### config.mk
export PLATFORM = sky130hd
export DESIGN_NAME = cdda_sector_feeder_flat
export DESIGN_NICKNAME = d
export VERILOG_FILES = /design/src/rtl/cdda_sector_feeder_if.sv /design/src/rtl/cdda_sector_feeder.sv /design/src/flat_wrapper.sv
export SDC_FILE = /design/constraint.sdc
export NUM_CORES = 1
export LEC_CHECK = 0
export CORE_MARGIN = 2
export CORE_UTILIZATION = 35
export DETAILED_ROUTE_END_ITERATION = 6
export PLACE_DENSITY_LB_ADDON = 0.15
export SYNTH_ARGS = -nofsm -noshare
export SYNTH_HDL_FRONTEND = slang
export SYNTH_SLANG_ARGS = --single-unit
### constraint.sdc
create_clock -name clk_sys -period 10.45 [get_ports clk_sys]
set_input_delay 2.6125 -clock clk_sys [delete_from_list [all_inputs] [get_ports clk_sys]]
set_output_delay 2.6125 -clock clk_sys [all_outputs]
set_load 0.05 [all_outputs]
### src/rtl/cdda_sector_feeder_if.sv
// Memory read port and cdda_fifo write handshake of the CDDA sector feeder.
interface cdda_sector_feeder_if #(
  parameter int ADDR_WIDTH = 24
);
  logic                  mem_rd;
  logic [ADDR_WIDTH-1:0] mem_addr;
  logic                  mem_ack;
  logic [15:0]           mem_data;
  logic                  hdd_cdda_req;
  logic                  hdd_cdda_wr;
  logic [15:0]           hdd_data_out;

  modport master (
    output mem_rd, mem_addr, hdd_cdda_wr, hdd_data_out,
    input  mem_ack, mem_data, hdd_cdda_req
  );

  modport slave (
    input  mem_rd, mem_addr, hdd_cdda_wr, hdd_data_out,
    output mem_ack, mem_data, hdd_cdda_req
  );
endinterface

### src/rtl/cdda_sector_feeder.sv
// Streams whole 2352-byte CDDA sectors from word-addressed memory into cdda_fifo.
// Define CDDA_FEEDER_LOOP_EN to honour `loop` (wrap to start_lba at end_lba).
module cdda_sector_feeder #(
  parameter int ADDR_WIDTH   = 24,
  parameter int SECTOR_WORDS = 1176
) (
  input  logic                  clk_sys,
  input  logic                  reset,
  input  logic [ADDR_WIDTH-1:0] base_addr,
  input  logic [19:0]           start_lba,
  input  logic [19:0]           end_lba,
  input  logic                  load,
  input  logic                  play,
  input  logic                  loop,
  cdda_sector_feeder_if.master  bus,
  output logic                  playing,
  output logic                  done,
  output logic [19:0]           cur_lba
);
  localparam int IW = $clog2(SECTOR_WORDS);
  localparam logic [IW-1:0] LAST_WORD = IW'(SECTOR_WORDS - 1);

  typedef enum logic [2:0] {S_IDLE, S_WAIT_REQ, S_READ, S_WRITE, S_NEXT} state_t;

  state_t                state, state_n;
  logic [19:0]           lba_n, lba_inc, lba_seq;
  logic [IW-1:0]         word_idx, idx_n, idx_inc;
  logic                  pend_load, pend_n;
  logic                  rd_q, rd_n, wr_q, wr_n, playing_n, done_n;
  logic [ADDR_WIDTH-1:0] addr_q, addr_n, lba_w, lba_off, sector_base;
  logic [15:0]           dout_q, dout_n;

  assign lba_w       = ADDR_WIDTH'(cur_lba);
  assign sector_base = base_addr + lba_off;
  assign lba_inc     = cur_lba + 20'd1;
  assign idx_inc     = word_idx + 1'b1;

  // 1176 = 1024 + 128 + 16 + 8, so the standard sector size needs no multiplier.
  generate
    if (SECTOR_WORDS == 1176) begin : g_shift_add
      assign lba_off = (lba_w << 10) + (lba_w << 7) + (lba_w << 4) + (lba_w << 3);
    end else begin : g_mul
      assign lba_off = lba_w * ADDR_WIDTH'(SECTOR_WORDS);
    end
  endgenerate

`ifdef CDDA_FEEDER_LOOP_EN
  assign lba_seq = (loop && lba_inc >= end_lba) ? start_lba : lba_inc;
`else
  logic loop_unused;
  assign loop_unused = loop;
  assign lba_seq     = lba_inc;
`endif

  always_ff @(posedge clk_sys) begin
    if (reset) begin
      state     <= S_IDLE;
      cur_lba   <= '0;
      word_idx  <= '0;
      pend_load <= 1'b0;
      rd_q      <= 1'b0;
      addr_q    <= '0;
      wr_q      <= 1'b0;
      dout_q    <= '0;
      playing   <= 1'b0;
      done      <= 1'b0;
    end else begin
      state     <= state_n;
      cur_lba   <= lba_n;
      word_idx  <= idx_n;
      pend_load <= pend_n;
      rd_q      <= rd_n;
      addr_q    <= addr_n;
      wr_q      <= wr_n;
      dout_q    <= dout_n;
      playing   <= playing_n;
      done      <= done_n;
    end
  end

  always_comb begin
    state_n   = state;
    lba_n     = cur_lba;
    idx_n     = word_idx;
    pend_n    = pend_load;
    rd_n      = rd_q;
    addr_n    = addr_q;
    wr_n      = 1'b0;
    dout_n    = dout_q;
    playing_n = playing;
    done_n    = 1'b0;
    unique case (state)
      S_IDLE: begin
        if (load) lba_n = start_lba;
        if (play) state_n = S_WAIT_REQ;
      end
      // A seek here holds off the fetch one cycle so the whole sector uses the new base.
      S_WAIT_REQ: begin
        if (load) begin
          lba_n = start_lba;
        end else if (cur_lba >= end_lba) begin
          done_n    = 1'b1;
          playing_n = 1'b0;
          state_n   = S_IDLE;
        end else if (!play) begin
          playing_n = 1'b0;
          state_n   = S_IDLE;
        end else if (bus.hdd_cdda_req) begin
          idx_n     = '0;
          playing_n = 1'b1;
          rd_n      = 1'b1;
          addr_n    = sector_base;
          state_n   = S_READ;
        end
      end
      S_READ: begin
        if (load) pend_n = 1'b1;
        if (bus.mem_ack) begin
          rd_n    = 1'b0;
          wr_n    = 1'b1;
          dout_n  = bus.mem_data;
          state_n = S_WRITE;
        end
      end
      S_WRITE: begin
        if (load) pend_n = 1'b1;
        if (word_idx == LAST_WORD) begin
          state_n = S_NEXT;
        end else begin
          idx_n   = idx_inc;
          rd_n    = 1'b1;
          addr_n  = sector_base + ADDR_WIDTH'(idx_inc);
          state_n = S_READ;
        end
      end
      S_NEXT: begin
        lba_n   = (load || pend_load) ? start_lba : lba_seq;
        pend_n  = 1'b0;
        state_n = S_WAIT_REQ;
      end
      default: state_n = S_IDLE;
    endcase
  end

  assign bus.mem_rd       = rd_q;
  assign bus.mem_addr     = addr_q;
  assign bus.hdd_cdda_wr  = wr_q;
  assign bus.hdd_data_out = dout_q;
endmodule

### src/flat_wrapper.sv
// flat-port wrapper written by rule: the top's interface ports become plain ports
module cdda_sector_feeder_flat 
#(
  parameter int ADDR_WIDTH   = 24,
  parameter int SECTOR_WORDS = 1176
)
  (clk_sys, reset, base_addr, start_lba, end_lba, load, play, loop, playing, done, cur_lba, bus_mem_rd, bus_mem_addr, bus_hdd_cdda_wr, bus_hdd_data_out, bus_mem_ack, bus_mem_data, bus_hdd_cdda_req);
  cdda_sector_feeder_if #(.ADDR_WIDTH(ADDR_WIDTH)) bus_i ();
  input  logic clk_sys;
  input  logic reset;
  input  logic [ADDR_WIDTH-1:0] base_addr;
  input  logic [19:0] start_lba;
  input  logic [19:0] end_lba;
  input  logic load;
  input  logic play;
  input  logic loop;
  output logic playing;
  output logic done;
  output logic [19:0] cur_lba;
  output wire logic [$bits(bus_i.mem_rd)-1:0] bus_mem_rd;
  output wire logic [$bits(bus_i.mem_addr)-1:0] bus_mem_addr;
  output wire logic [$bits(bus_i.hdd_cdda_wr)-1:0] bus_hdd_cdda_wr;
  output wire logic [$bits(bus_i.hdd_data_out)-1:0] bus_hdd_data_out;
  input wire logic [$bits(bus_i.mem_ack)-1:0] bus_mem_ack;
  input wire logic [$bits(bus_i.mem_data)-1:0] bus_mem_data;
  input wire logic [$bits(bus_i.hdd_cdda_req)-1:0] bus_hdd_cdda_req;
  assign bus_mem_rd = bus_i.mem_rd;
  assign bus_mem_addr = bus_i.mem_addr;
  assign bus_hdd_cdda_wr = bus_i.hdd_cdda_wr;
  assign bus_hdd_data_out = bus_i.hdd_data_out;
  assign bus_i.mem_ack = bus_mem_ack;
  assign bus_i.mem_data = bus_mem_data;
  assign bus_i.hdd_cdda_req = bus_hdd_cdda_req;
  cdda_sector_feeder #(.ADDR_WIDTH(ADDR_WIDTH), .SECTOR_WORDS(SECTOR_WORDS)) u_core (.clk_sys(clk_sys), .reset(reset), .base_addr(base_addr), .start_lba(start_lba), .end_lba(end_lba), .load(load), .play(play), .loop(loop), .bus(bus_i), .playing(playing), .done(done), .cur_lba(cur_lba));
endmodule
==> results.sh, run 1 <==
export IMPL_status="finished, final reports clean"
export IMPL_ys_async_sr_fraction_pct=0
export IMPL_gr_total_overflow=0
export IMPL_max_freq_mhz=144
export IMPL_nFillCells=2074
export IMPL_synth_cell_types=65
export IMPL_ant_nets=0
export IMPL_tightest_slew_ps=1020
export IMPL_layout_common_cells="clkdlybuf4s50_1, inv_1, nor2_1"
export IMPL_hold_viol_final=0
export IMPL_timing_setup_tns_ps=0
export IMPL_yosysSeqAreaShare_pct=22.1
export IMPL_clock_skew_ps=6.23
export IMPL_row_count=52
export IMPL_final_cell_count_no_fill=1313
export IMPL_core_area_mm2=0.0201
export IMPL_first_iter_violations=270
export IMPL_slew_violations=0
export IMPL_die_w_um=147
export IMPL_hold_buffers=0
export IMPL_r2r_end="u_core.bus.mem_addr[22]"
export IMPL_start_util_pct=35.5
export IMPL_clk_path_buf_depth=2
export IMPL_cts_sinks=79
export IMPL_critPathLaunchType="primary input"
export IMPL_ys_ff_latch=79
export IMPL_grt_max_degree=80
export IMPL_grt_pass1_wl_mm=32.0
export IMPL_hold_path_class="reg2reg"
export IMPL_r2r_cells=17
export IMPL_dpl_cell_area_mm2=0.00885
export IMPL_drive_gt1_share_pct=3.64
export IMPL_grt_pass1_vias=6354
export IMPL_cp_arrival_ps=7190
export IMPL_num_io_pins=151
export IMPL_ys_warn_count=0
export IMPL_die_y_um=147
export IMPL_worstSetupEndpointType="register"
export IMPL_cp_num_buf_inv=4
export IMPL_synthesis_area_mm2=0.00715
export IMPL_crit_chain="clkdlybuf4s50_1, inv_1, fa_1, inv_1, fa_1, ha_1, inv_1, fa_1, xnor2_1, ha_1, a21o_1, a2111o_1, a31o_1, a21oi_2, nand4b_1, nor2_1, xnor2_1, a211oi_1"
export IMPL_synth_avg_cell_area_um2=7.82
export IMPL_ir_worst_vdd_uv=66.9
export IMPL_min_period_ps=6930
export IMPL_wl_mm=19.1
export IMPL_multi_input_area_mm2=0.00492
export IMPL_clkTransAtPathRegs_ps=60
export IMPL_cap_violations=0
export IMPL_num_vias=6462
export IMPL_nets=1234
export IMPL_rsz0062_at_grt="false"
export IMPL_numPortBuffers=149
export IMPL_antennaDiodeCount=0
export IMPL_power_density_mw_per_mm2=154
export IMPL_top_usage_layer="met2"
export IMPL_gp_congestion=0.795
export IMPL_regArea_mm2=0.00158
export IMPL_grt_use_met3_pct=4.88
export IMPL_placed_cells=1297
export IMPL_die_area_mm2=0.0216
export IMPL_fin_area_mm2=0.00918
export IMPL_r2r_setup_slack_ps=5530
export IMPL_cp_data_required_time_ps=10710
export IMPL_p_leak_nw=3.95
export IMPL_root_buffer="clkbuf_16"
export IMPL_track_usage_pct=18.3
export IMPL_period_share_pct=66.3
export IMPL_critical_path_class="in2reg"
export IMPL_post_route_drc_count=0
export IMPL_syn_inst=914
export IMPL_grtUsageMet1_pct=25.1
export IMPL_post_cts_resized=0
export IMPL_use_met2_pct=29.2
export IMPL_post_cts_repair_setup_buffers=0
export IMPL_r2r_start="u_core.cur_lba[11]"
export IMPL_wire_per_inst_um=14.6
export IMPL_slowest_delay_ps=520
export IMPL_setup_viol=0
export IMPL_cp_depth=18
export IMPL_crit_fanout=4
export IMPL_cp_slowest_cell="fa_1"
export IMPL_syn_nets=1110
export IMPL_area_growth_pct=28.4
export IMPL_cts_tree="done"
export IMPL_cpLargestDelayFamily="adder cells"
export IMPL_vias_per_cell=4.92
export IMPL_synth_flop_cell="dfxtp_1"
export IMPL_hpwl_mm=14.7
export IMPL_crit_path_end="u_core.bus.mem_addr[21]"
export IMPL_clkLatencyLatePin_ps=350
export IMPL_cts_buffers=9
export IMPL_first_pass_iters=4
export IMPL_htree_levels=3
export IMPL_relSlewSlack_pct=31.6
export IMPL_layout_cells_most_common="clkdlybuf4s50_1"
export IMPL_antenna_found_initial=0
export IMPL_startpoint="base_addr[7]"
export IMPL_synth_edff_count=0
## per-layer routing
layer  part of all wire (%)  up-vias
li1                       -     3348
met1                     48     2923
met2                     45      178
met3                    6.9       13
met4                   0.90        0
met5                      0        -
## state kept, by name, summed over array words and instances (netlist names)
| register | cells |
|---|---|
| u_core.word_idx | 11 |
| u_core.playing | 1 |
| u_core.cur_lba | 20 |
| u_core.bus.hdd_cdda_wr | 1 |
| u_core.bus.mem_addr | 24 |
| u_core.bus.mem_rd | 1 |
| u_core.bus.hdd_data_out | 16 |
| u_core.done | 1 |
| u_core.pend_load | 1 |
| u_core.state | 3 |
## through the flow
step	hold slack [ps]	setup slack, ps	power, mW	util, %
after CTS	455	3480	1.43	45.6
after global routing	469	3160	1.55	45.6
after global placement	439	3150	1.07	44.0
final	451	3520	1.42	45.6
after floorplan	449	3990	0.899	-
after detailed placement	446	3130	1.07	44.0
## worst min-delay path by stage
stage / from / cells past startpoint / end / slack, ps
6_report: u_core.bus.hdd_data_out[5] / 2 / u_core.bus.hdd_data_out[5] / 450
5_1_grt: u_core.bus.hdd_data_out[2] / 2 / u_core.bus.hdd_data_out[2] / 470
4_1_cts: u_core.bus.hdd_data_out[2] / 2 / u_core.bus.hdd_data_out[2] / 460
3_5_place_dp: u_core.bus.hdd_data_out[2] / 2 / u_core.bus.hdd_data_out[2] / 450
3_3_place_gp: u_core.bus.mem_addr[2] / 2 / u_core.bus.mem_addr[2] / 440
2_1_floorplan: u_core.word_idx[1] / 2 / u_core.word_idx[1] / 450
## where the power goes
part,internal (mW),switching [mW],leakage [nW]
registers,0.312,0.0189,0.643
clock network,0.211,0.140,0.153
logic,0.313,0.421,3.15
## synthesized netlist by cell type (all sizes together) (7+ instances only)
master,count,area [µm²]
clkbuf,32,120
xor2,15,131
nand2,87,327
a311oi,7,61.3
a21o,15,113
a31oi,7,58.8
dfxtp,79,1580
buf,8,40.0
a21oi,75,379
nor2,94,353
o21a,7,52.6
nor3,30,155
xnor2,29,254
ha,59,738
fa,50,1000
a211oi,30,235
and3,10,62.6
o21ai,41,205
nand3,24,125
inv,134,503
## kinds of logic after synthesis
logic type,share of synthesized area (%)
muxes,0.140
DFF,22.1
adders and majority gates,24.3
buffers and inverters,9.28
AOI/OAI and AO/OA,20.3
xor gates and xnor gates,5.39
and+or+nand+nor,18.4
## worst register-to-register path: cells and delay by family (launching register included)
kind	cells	cell delay [ps]
adders and majority gates	4	1970
DFF	1	670
AOI/OAI and AO/OA	5	1370
and+or+nand+nor	3	390
buffers and inverters	4	360
xor gates and xnor gates	1	80
## final cells by class
type	instances	share of cell area, %
multi-input combinational	661	53.6
sequential	79	17.2
timing repair buffer	153	16.5
inverter	134	5.48
tap	270	3.68
clock buffer	10	2.49
clock inverter	6	1.02
Note: power is estimated with default switching activity, not from simulation.
==> run 2: changes to the inputs <==
- clock period: 10.45 -> 5.8 ns (I/O delays scaled with it)
==> run 2 against run 1 <==
Global-route usage rose by 0.15 points. Non-clock buffer count rose by 56. Via count rose by 2.6%. Highest routed layer unchanged.
==> results.sh, run 2 (synthesis gave the netlist of run 1 again) <==
export IMPL_final_cell_count_no_fill=1369
export IMPL_ir_worst_vdd_uv=144
export IMPL_start_util_pct=35.5
export IMPL_grt_pass1_vias=6501
export IMPL_post_cts_repair_setup_buffers=0
export IMPL_critPathLaunchType="primary input"
export IMPL_power_density_mw_per_mm2=296
export IMPL_cp_arrival_ps=5820
export IMPL_regArea_mm2=0.00158
export IMPL_first_pass_iters=4
export IMPL_wire_per_inst_um=14.1
export IMPL_hold_path_class="reg2reg"
export IMPL_slowest_delay_ps=530
export IMPL_rsz0062_at_grt="false"
export IMPL_gp_congestion=0.802
export IMPL_vias_per_cell=4.84
export IMPL_final_util_pct=47.8
export IMPL_min_period_ps=5560
export IMPL_cap_violations=0
export IMPL_track_usage_pct=18.5
export IMPL_slew_violations=0
export IMPL_clk_path_buf_depth=2
export IMPL_antenna_found_initial=0
export IMPL_r2r_start="u_core.cur_lba[3]"
export IMPL_antennaDiodeCount=0
export IMPL_tightest_slew_ps=966
export IMPL_cts_tree="done"
export IMPL_num_vias=6632
export IMPL_largest_reg_flops=24
export IMPL_die_area_mm2=0.0216
export IMPL_setup_viol=0
export IMPL_grt_max_degree=47
export IMPL_cp_slowest_cell="fa_1"
export IMPL_timing_setup_tns_ps=0
export IMPL_root_buffer="clkbuf_16"
export IMPL_max_freq_mhz=180
export IMPL_cp_data_required_time_ps=6060
export IMPL_critical_path_class="in2reg"
export IMPL_area_growth_pct=34.5
export IMPL_core_area_mm2=0.0201
export IMPL_drive_gt1_share_pct=9.01
export IMPL_r2r_end="u_core.bus.mem_addr[21]"
export IMPL_multi_input_area_mm2=0.00495
export IMPL_relSlewSlack_pct=35.3
export IMPL_r2r_cells=17
export IMPL_cts_sinks=79
export IMPL_die_y_um=147
export IMPL_holdPathStages=2
export IMPL_grt_pass1_wl_mm=32.3
export IMPL_gr_total_overflow=0
export IMPL_crit_path_end="u_core.bus.mem_addr[21]"
export IMPL_ant_nets=0
export IMPL_status="finished, final reports clean"
export IMPL_worstSetupEndpointType="register"
export IMPL_path_common_cell="inv_1"
export IMPL_clkLatencyLatePin_ps=350
export IMPL_placed_cells=1353
export IMPL_power_mw=2.85
export IMPL_hold_viol_final=0
export IMPL_r2r_setup_slack_ps=1130
export IMPL_nFillCells=2042
export IMPL_crit_fanout=4
export IMPL_num_io_pins=151
export IMPL_p_leak_nw=4.22
export IMPL_post_route_drc_count=0
export IMPL_layout_cells_most_common="clkdlybuf4s50_1"
export IMPL_nets=1290
export IMPL_clock_skew_ps=9.19
export IMPL_crit_chain="clkdlybuf4s50_1, inv_1, fa_1, inv_1, fa_1, ha_1, inv_1, fa_2, xnor2_2, ha_1, a21o_1, a2111o_1, a31o_1, a21oi_4, nand4b_1, nor2_1, xnor2_1, a211oi_1"
export IMPL_startpoint="base_addr[7]"
export IMPL_clkTransAtPathRegs_ps=60
export IMPL_whs_ps=451
export IMPL_period_share_pct=95.8
export IMPL_htree_levels=3
export IMPL_layout_common_cells="clkdlybuf4s50_1, inv_1, nor2_1"
export IMPL_die_w_um=147
export IMPL_wl_mm=19.3
export IMPL_hpwl_mm=15.0
export IMPL_row_count=52
export IMPL_cts_buffers=9
export IMPL_numPortBuffers=149
export IMPL_first_iter_violations=201
-- run 2: power by group --
group	internal (mW)	switching (mW)
Combinational	0.823	0.827
Clock	0.345	0.258
Sequential	0.561	0.0339
Total	1.73	1.12
-- run 2: per-layer routing --
layer | global-route usage, % | wire length (µm)
met2 | 29.9 | 8620
met4 | 5.49 | 228
met3 | 3.23 | 1160
met5 | 0 | 0
met1 | 25.4 | 9310
-- run 2: final cells by class --
type,instances,share of cell area [%]
timing repair buffer,209,20.2
sequential,79,16.5
clock inverter,5,0.599
inverter,134,5.23
multi-input combinational,661,51.5
clock buffer,11,2.53
tap,270,3.52
-- run 2: worst min path at each step --
stage	startpoint	to	slack [ps]
after global routing	u_core.bus.hdd_data_out[2]	u_core.bus.hdd_data_out[2]	470
after detailed placement	u_core.bus.hdd_data_out[2]	u_core.bus.hdd_data_out[2]	450
after global placement	u_core.bus.mem_addr[2]	u_core.bus.mem_addr[2]	440
after CTS	u_core.bus.hdd_data_out[2]	u_core.bus.hdd_data_out[2]	450
final	u_core.bus.hdd_data_out[9]	u_core.bus.hdd_data_out[9]	450
after floorplan	u_core.word_idx[1]	u_core.word_idx[1]	450
-- run 2: per-stage QoR --
stage / setup slack (ps) / instance area (µm²)
2_1_floorplan: 505 / 7150
3_3_place_gp: -230 / 9280
3_5_place_dp: -276 / 9280
4_1_cts: 73.2 / 9580
5_1_grt: 4.98 / 9610
6_report: 242 / 9610
-- run 2: worst max-delay path, delay by kind of cell --
kind	cells	cell delay [ps]
AOI/OAI and AO/OA	5	1180
xor gates and xnor gates	2	290
adders and majority gates	5	2000
buffers and inverters	4	640
and+or+nand+nor	2	270
-- run 2: timing repair --
action,CTS,global route
endpoints found under the setup margin,0,10
hold buffers,0,0
hold endpoints to repair,0,0
resized for setup,0,6
